`config.mk`:
```
export PLATFORM = sky130hd
export DESIGN_NAME = ring_router_mux
export DESIGN_NICKNAME = d
export VERILOG_FILES = /design/src/rtl/ring_router_mux.sv
export SDC_FILE = /design/constraint.sdc
export NUM_CORES = 1
export LEC_CHECK = 0
export BUFFER_PORTS_ARGS = -buffer_cell sky130_fd_sc_hd__buf_2
export CAP_MARGIN = 0
export CORE_MARGIN = 2
export CORE_UTILIZATION = 41
export CTS_BUF_LIST = sky130_fd_sc_hd__clkbuf_2 sky130_fd_sc_hd__clkbuf_4 sky130_fd_sc_hd__clkbuf_8
export DETAILED_ROUTE_END_ITERATION = 8
export GPL_TIMING_DRIVEN = 0
export PLACE_DENSITY = 0.81
export SYNTH_ARGS = -nofsm -noshare
export SYNTH_HDL_FRONTEND = slang
export SYNTH_SLANG_ARGS = --single-unit
```
`constraint.sdc`:
```
create_clock -name clk -period 1.7 [get_ports clk]
set_input_delay 0.085 -clock clk [delete_from_list [all_inputs] [get_ports clk]]
set_output_delay 0.085 -clock clk [all_outputs]
set_load 0.1 [all_outputs]
```
`src/rtl/ring_router_mux.sv`:
```
// Packet-granular 2:1 merge of ring-through and local-injection flit streams
// onto the downstream ring, with round-robin worm arbitration and a registered output stage.
package dii_package;
  localparam int unsigned DATA_W = 16;

  typedef struct packed {
    logic [DATA_W-1:0] data;
    logic              last;
    logic              valid;
  } dii_flit;
endpackage

module ring_router_mux
  import dii_package::*;
(
  input  logic    clk,
  input  logic    rst,
  input  dii_flit in_ring,
  output logic    in_ring_ready,
  input  dii_flit in_local,
  output logic    in_local_ready,
  output dii_flit out_ring,
  input  logic    out_ring_ready
);

  typedef enum logic [1:0] {
    IDLE  = 2'd0,
    RING  = 2'd1,
    LOCAL = 2'd2
  } state_e;

  state_e  state_q, state_d;
  logic    prio_q, prio_d;
  dii_flit obuf_q, obuf_d;

  logic load_en_c;
  logic sel_ring_c;
  logic sel_local_c;
  logic xfer_ring_c;
  logic xfer_local_c;

  assign out_ring = obuf_q;

  // State register; reset discards any open worm and the buffered flit
  always_ff @(posedge clk or posedge rst) begin
    if (rst) begin
      state_q <= IDLE;
      prio_q  <= 1'b0;
      obuf_q  <= '0;
    end else begin
      state_q <= state_d;
      prio_q  <= prio_d;
      obuf_q  <= obuf_d;
    end
  end

  // Next-state: worm lock opens on a non-last transfer, releases on the last one
  always_comb begin
    state_d = state_q;
    prio_d  = prio_q;
    case (state_q)
      IDLE: begin
        if (xfer_ring_c && !in_ring.last) begin
          state_d = RING;
        end else if (xfer_local_c && !in_local.last) begin
          state_d = LOCAL;
        end
      end
      RING: begin
        if (xfer_ring_c && in_ring.last) begin
          state_d = IDLE;
        end
      end
      LOCAL: begin
        if (xfer_local_c && in_local.last) begin
          state_d = IDLE;
        end
      end
      default: state_d = IDLE;
    endcase
    if (xfer_ring_c && in_ring.last) begin
      prio_d = 1'b1;
    end else if (xfer_local_c && in_local.last) begin
      prio_d = 1'b0;
    end
  end

  // Source select, handshakes and output buffer load
  always_comb begin
    load_en_c   = !obuf_q.valid || out_ring_ready;
    sel_ring_c  = 1'b0;
    sel_local_c = 1'b0;
    obuf_d      = obuf_q;
    case (state_q)
      IDLE: begin
        sel_ring_c  = in_ring.valid && (!in_local.valid || !prio_q);
        sel_local_c = in_local.valid && (!in_ring.valid || prio_q);
      end
      RING:    sel_ring_c  = 1'b1;
      LOCAL:   sel_local_c = 1'b1;
      default: begin
        sel_ring_c  = 1'b0;
        sel_local_c = 1'b0;
      end
    endcase
    in_ring_ready  = sel_ring_c && load_en_c && !rst;
    in_local_ready = sel_local_c && load_en_c && !rst;
    xfer_ring_c    = in_ring.valid && in_ring_ready;
    xfer_local_c   = in_local.valid && in_local_ready;
    if (xfer_ring_c) begin
      obuf_d.data  = in_ring.data;
      obuf_d.last  = in_ring.last;
      obuf_d.valid = 1'b1;
    end else if (xfer_local_c) begin
      obuf_d.data  = in_local.data;
      obuf_d.last  = in_local.last;
      obuf_d.valid = 1'b1;
    end else if (out_ring_ready) begin
      obuf_d.valid = 1'b0;
    end
  end

endmodule

```
==> results by group, run 1 <==
Outcome
  • Outcome: finished, final reports clean

Global route
  • First-pass GRT wire length: 4326 um
  • Number of global-route vias before repair: 948
  • Total grt overflow: 0
  • Initial antenna violation count: 0
  • Total track usage: 0.2023
  • Largest net degree at the start of global routing: 22

Worst setup path
  • Worst Path Max Fanout: 5
  • CP required: 1.89 ns
  • Worst path slowest cell: or4_4
  • Bufs and invs on worst path: 1
  • CP startpoint kind: flop
  • Setup CP Type: reg -> reg
  • Endpoint class of the critical path: flop
  • Crit path DAT: 1.85 ns
  • CP top delay family: simple AND/OR/NAND/NOR gates
  • Slowest stage delay, CP: 0.60 ns
  • Worst-path cell chain: nor2b_4 > or4_4 > buf_8 > nand2_1 > a31oi_1

CTS
  • Clock Pin Slew Worst Setup and Hold Paths: 0.11 ns
  • Sink Count: 21
  • Total CTS buffers: 3
  • H-tree Lvls: 1
  • Skew-Pair Late Insertion Delay: 0.30 ns
  • TritonCTS clock tree: built
  • Clk root buf: clkbuf_4
  • CTS Buffer Depth: 2

Final layout
  • Area of the multi-input gates: 586.8 um^2
  • # diodes: 0
  • Layout fillers: 194
  • Share of cells above drive strength 1: 0.5348
  • Sequential Area: 531.8 um^2
  • Nets: 227
  • Synth-to-layout area growth: 54.37%

Synthesis
  • Area contributors post-synth: dfrtp_1 (50%), nand2_1 (12%), a31oi_1 (9.5%)
  • Number of synthesized flops with an enable pin: 0
  • Top cells by count, synth: nand2_1 (34), dfrtp_1 (21), nor2_1 (17), a31oi_1 (16)
  • Async S/R FF share, synth: 1.000
  • Simple-gate share of the synthesized area: 0.2884
  • Net Count, Synth: 159
  • Most frequent cell after synthesis: nand2_1
  • Compound-cell area share of the yosys netlist: 0.1513
  • Instance count of the mapped netlist: 120
  • Post-synth top area share: 0.4965
  • Synthesized flop and latch total: 21
  • Top FF cell, synth: dfrtp_1
  • Yosys cell types: 26
  • Post-synthesis mux area share: 0.009456
  • Sequential share of the synthesized area: 0.4965
  • YS warnings: 0
  • Post-Syn Area: 1059 um^2
  • Synth Area in XOR/XNOR: 0
  • Largest family of logic cells by synthesized area: simple AND/OR/NAND/NOR gates
  • Avg Cell Area, Syn: 8.821 um^2
  • Leading area contributor after synthesis: dfrtp_1
  • Adder-Cell Fraction of Synth Area: 0

Floorplan
  • Core area: 2455 um^2
  • Die Area: 3004 um^2
  • # IOs: 59
  • Initial Utilization: 0.4312
  • FP Rows: 18
  • Chip height: 54.81 um
  • Die Span X: 54.81 um

Detailed routing
  • WL/cell: 13.38 um
  • Initial DRC count: 11
  • Via/cell ratio: 5.124
  • DR pass1 iterations: 4
  • Final wirelength: 2903 um
  • Final antenna-violating net count: 0
  • Residual DRC: 0
  • Vias: 1112

Timing
  • Minimum hold slack: 0.01526 ns
  • RSZ-0062 raised after global routing: true
  • Relative slew slack: 0.4862
  • Setup Viol. Count Final: 0
  • Fin. Hold Viols: 0
  • Worst-Margin Slew: 0.7699 ns
  • Post-route minimum period: 1.661 ns
  • Fin crit share: 0.9772
  • Slew Limit Fails: 0
  • Max frequency: 602.0 MHz
  • TNS Setup: 0 ns
  • Setup Skew: 0.001341 ns

Place
  • Post-DP HPWL: 2016 um
  • Port bufs: 57
  • Gpl congestion: 0.6939

Flow run
  • Max Cap Viol: 0

Min path
  • Hold WC Path Type: in -> reg
-- worst min-delay path, delay by kind of cell --
kind / cells / cell delay (ns)
buf+inv: 1 / 0.10
compound gates: 1 / 0.06
simple gates: 1 / 0.04
-- metrics by stage --
stage          worst slack (ns)  utilization  instances  area [um^2]
2_1_floorplan           -0.4374            -        120         1096
3_3_place_gp            -0.1155       0.5780        207         1419
3_5_place_dp            -0.1657       0.5780        207         1419
4_1_cts                -0.04649       0.6549        219         1608
5_1_grt                -0.01714       0.6656        217         1634
6_report                0.03880       0.6656        217         1634
-- kinds of logic (layout without fill, tap and decap cells) --
kind of cell,after synthesis,after routing
DFF,21,21
buffers and inverters,9,76
AOI/OAI and AO/OA,24,24
and+or+nand+nor,65,65
muxes,1,1
-- state kept, by name, indices dropped and copies added (netlist names) --
name / count
out_ring: 18
prio_q: 1
state_q: 2
-- path summary, 6_finish.rpt --
kind | slack, ns | from | to | cells after the start
setup / recovery | 0.04 | out_ring[0] | out_ring[13] | 5
hold / removal | 0.02 | in_ring[6] | out_ring[6] | 3
setup reg to reg | 0.04 | out_ring[0] | out_ring[13] | 5
hold reg to reg | 0.53 | state_q[0] | state_q[1] | 1
max in group asynchronous | 0.94 | rst | out_ring[0] | 2
min in group asynchronous | 0.20 | rst | out_ring[10] | 2
-- cell usage in the layout (no fill, tap or decap), drive strengths merged --
cell	instances
a21oi	4
a22o	1
clkinv	1
nor4	4
inv	1
dlygate4sd3	2
or4	1
mux2i	1
nor2b	1
or2	1
clkbuf	6
a211oi	3
a31oi	16
buf	66
nor2	18
nor3	1
and3b	1
nand2b	3
nand2	34
dfrtp	21
nor3b	1
-- routing by layer --
layer | GRT usage | part of all wire | wire (um)
met3 | 0.02732 | 0.041 | 120
met1 | 0.2646 | 0.41 | 1199
met2 | 0.3373 | 0.54 | 1568
met4 | 0.07500 | 0.0048 | 14
met5 | 0 | 0 | 0
-- repair_timing --
item	in CTS	in global routing
gates cloned	1	0
pin swaps	19	24
setup endpoints to repair	20	22
hold buffers	2	0
gates resized for setup	22	15
setup buffers	5	0
endpoints found under the hold margin	2	0
-- final cells by class --
cell class | count | share of cell area
tap | 30 | 0.02297
timing repair buffer | 65 | 0.2443
clock buffer | 3 | 0.01378
multi-input combinational | 90 | 0.3591
inverter | 1 | 0.002297
buffer | 6 | 0.02910
sequential | 21 | 0.3254
clock inverter | 1 | 0.003063
Power of run 1 is not shown: default switching activity piles up to over one toggle a cycle in this logic, so the estimate is an artifact.
==> inputs of run 2 (changes only) <==
Settings changed: CORE_UTILIZATION 41 to 45, PLACE_DENSITY 0.81 to 0.84.
Clock period 1.7 ns to 1.9 ns, I/O delays scaled along.
==> results by group, run 2 (same netlist as run 1, synthesis figures left out) <==
Outcome
  • Outcome: finished, final reports clean

CTS
  • Skew-Pair Late Insertion Delay: 0.29 ns (about the same)
  • Clk root buf: clkbuf_4
  • H-tree Lvls: 1 (unchanged)
  • Sink Count: 21 (unchanged)
  • Total CTS buffers: 3 (unchanged)
  • TritonCTS clock tree: built
  • Clock Pin Slew Worst Setup and Hold Paths: 0.11 ns (about the same)
  • CTS Buffer Depth: 2 (unchanged)

Final layout
  • # diodes: 0 (unchanged)
  • Final core occ: 0.6821 (+0.01648)
  • Share of cells above drive strength 1: 0.4385 (-0.09626)
  • Nets: 227 (unchanged)
  • Layout fillers: 187 (-3.6%)
  • Synth-to-layout area growth: 42.55%
  • Commonest non-fill, non-tap cell in the layout: buf_2
  • Max FFs per register: 18 (unchanged)
  • Fin cells: 215 (-0.92%)
  • Most frequent cells in the layout: buf_2 (57), nand2_1 (34), dfrtp_1 (20), nor2_1 (17), a31oi_1 (16)

Min path
  • Hold WC Path Type: in -> reg

Global route
  • Largest net degree at the start of global routing: 22 (unchanged)
  • Total track usage: 0.2055 (+0.003156)
  • Initial antenna violation count: 0 (unchanged)
  • Number of global-route vias before repair: 987 (+4.1%)
  • First-pass GRT wire length: 4215 um (-2.6%)
  • Total grt overflow: 0 (unchanged)

Timing
  • Max frequency: 552.0 MHz (-8.3%)
  • Setup Viol. Count Final: 0 (unchanged)
  • Setup Skew: 0.003684 ns (+0.002344 ns)
  • Relative slew slack: 0.4796 (-0.006571)
  • Fin crit share: 0.9535 (-0.02363)
  • RSZ-0062 raised after global routing: false
  • Post-route minimum period: 1.812 ns (+0.1505 ns)
  • TNS Setup: 0 ns (unchanged)
  • Fin. Hold Viols: 0 (unchanged)
  • Minimum hold slack: 0.03299 ns (+0.01774 ns)
  • Slew Limit Fails: 0 (unchanged)
  • Worst-Margin Slew: 0.7798 ns (+0.009845 ns)

Floorplan
  • Initial Utilization: 0.4785 (+0.04731)
  • Chip height: 52.50 um (-4.2%)
  • # IOs: 59 (unchanged)
  • FP Rows: 17 (-1)
  • Core area: 2212 um^2 (-9.9%)
  • Die Span X: 52.50 um (-4.2%)
  • Die Area: 2756 um^2 (-8.3%)

Flow run
  • Max Cap Viol: 0 (unchanged)

Detailed routing
  • Final wirelength: 2733 um (-5.9%)
  • DR pass1 iterations: 4 (unchanged)
  • Vias: 1107 (-0.45%)
  • Initial DRC count: 16 (+5)
  • Via/cell ratio: 5.149 (+0.48%)
  • WL/cell: 12.71 um (-5.0%)
  • Residual DRC: 0 (unchanged)
  • Final antenna-violating net count: 0 (unchanged)

Place
  • Post-Place Cells: 205 (-0.97%)
  • Port bufs: 57 (unchanged)
  • Gpl congestion: 0.7282 (+4.9%)
  • Post-DP HPWL: 2092 um (+3.8%)

Worst setup path
  • Endpoint class of the critical path: flop
  • Worst Path Max Fanout: 10 (+5)
  • CP startpoint kind: flop
  • Crit path DAT: 1.98 ns (+0.13 ns)
  • Worst path slowest cell: dfrtp_4
  • CP required: 2.07 ns (+0.18 ns)
  • Slowest stage delay, CP: 0.48 ns (-0.12 ns)
  • Setup CP Type: reg -> reg
  • Worst-path cell chain: nor2b_1 > buf_6 > or4_4 > buf_6 > buf_6 > nand2_1 > a31oi_1
  • CP most frequent cell: buf_6
run 2: changes by cell type in the layout (fill, tap and decap cells not counted), moves of 2 or more:
cell,previous run,this run
dfrtp_2,2,0
buf_4,3,5
dfrtp_1,18,20
nand2_4,4,0
nand2_2,11,0
nand2_1,19,34
run 2: routing by layer:
layer	up-vias	track usage	share of wire
met5	-	0	0
met4	0	0.07265	0.011
met1	517	0.2574	0.40
met3	4	0.04286	0.055
met2	38	0.3479	0.54
li1	548	-	-
run 2: through the flow:
stage / worst slack, ns / cell area (um^2)
2_1_floorplan: -0.2474 / 1096
3_3_place_gp: 0.08609 / 1416
3_5_place_dp: 0.03565 / 1416
4_1_cts: 0.01426 / 1459
5_1_grt: 0.02648 / 1509
6_report: 0.08826 / 1509
run 2: timing repair:
action,4_1_cts,5_1_grt
setup buffers,0,4
endpoints found under the setup margin,1,12
hold buffers,1,1
resized for setup,1,6
pin swaps,0,1
endpoints found under the hold margin,1,1
run 2: worst paths after layout:
kind | slack, ns | to | from | cells past startpoint
worst min-delay path | 0.03 | out_ring[6] | in_local[6] | 3
worst min register to register | 0.56 | out_ring[4] | out_ring[4] | 2
worst max register to register | 0.09 | out_ring[7] | out_ring[0] | 7
min in group asynchronous | 0.18 | out_ring[12] | rst | 2
worst max-delay path | 0.09 | out_ring[7] | out_ring[0] | 7
max in group asynchronous | 1.15 | out_ring[0] | rst | 2
run 2: worst max-delay path: cells and delay by family, from the launching register on:
kind                   cells  cell delay [ns]
buffers and inverters      3             0.44
AOI/OAI and AO/OA          1             0.08
and+or+nand+nor            3             0.69
DFF                        1             0.48
run 2: layout make-up:
class | instances | area [um^2] | share of cell area
multi-input combinational | 90 | 509.2 | 0.3375
inverter | 1 | 3.754 | 0.002488
buffer | 8 | 63.81 | 0.04229
tap | 28 | 35.03 | 0.02322
timing repair buffer | 63 | 337.8 | 0.2239
sequential | 21 | 529.3 | 0.3507
clock buffer | 4 | 30.03 | 0.01990
Power of run 2 is left out for the same reason.
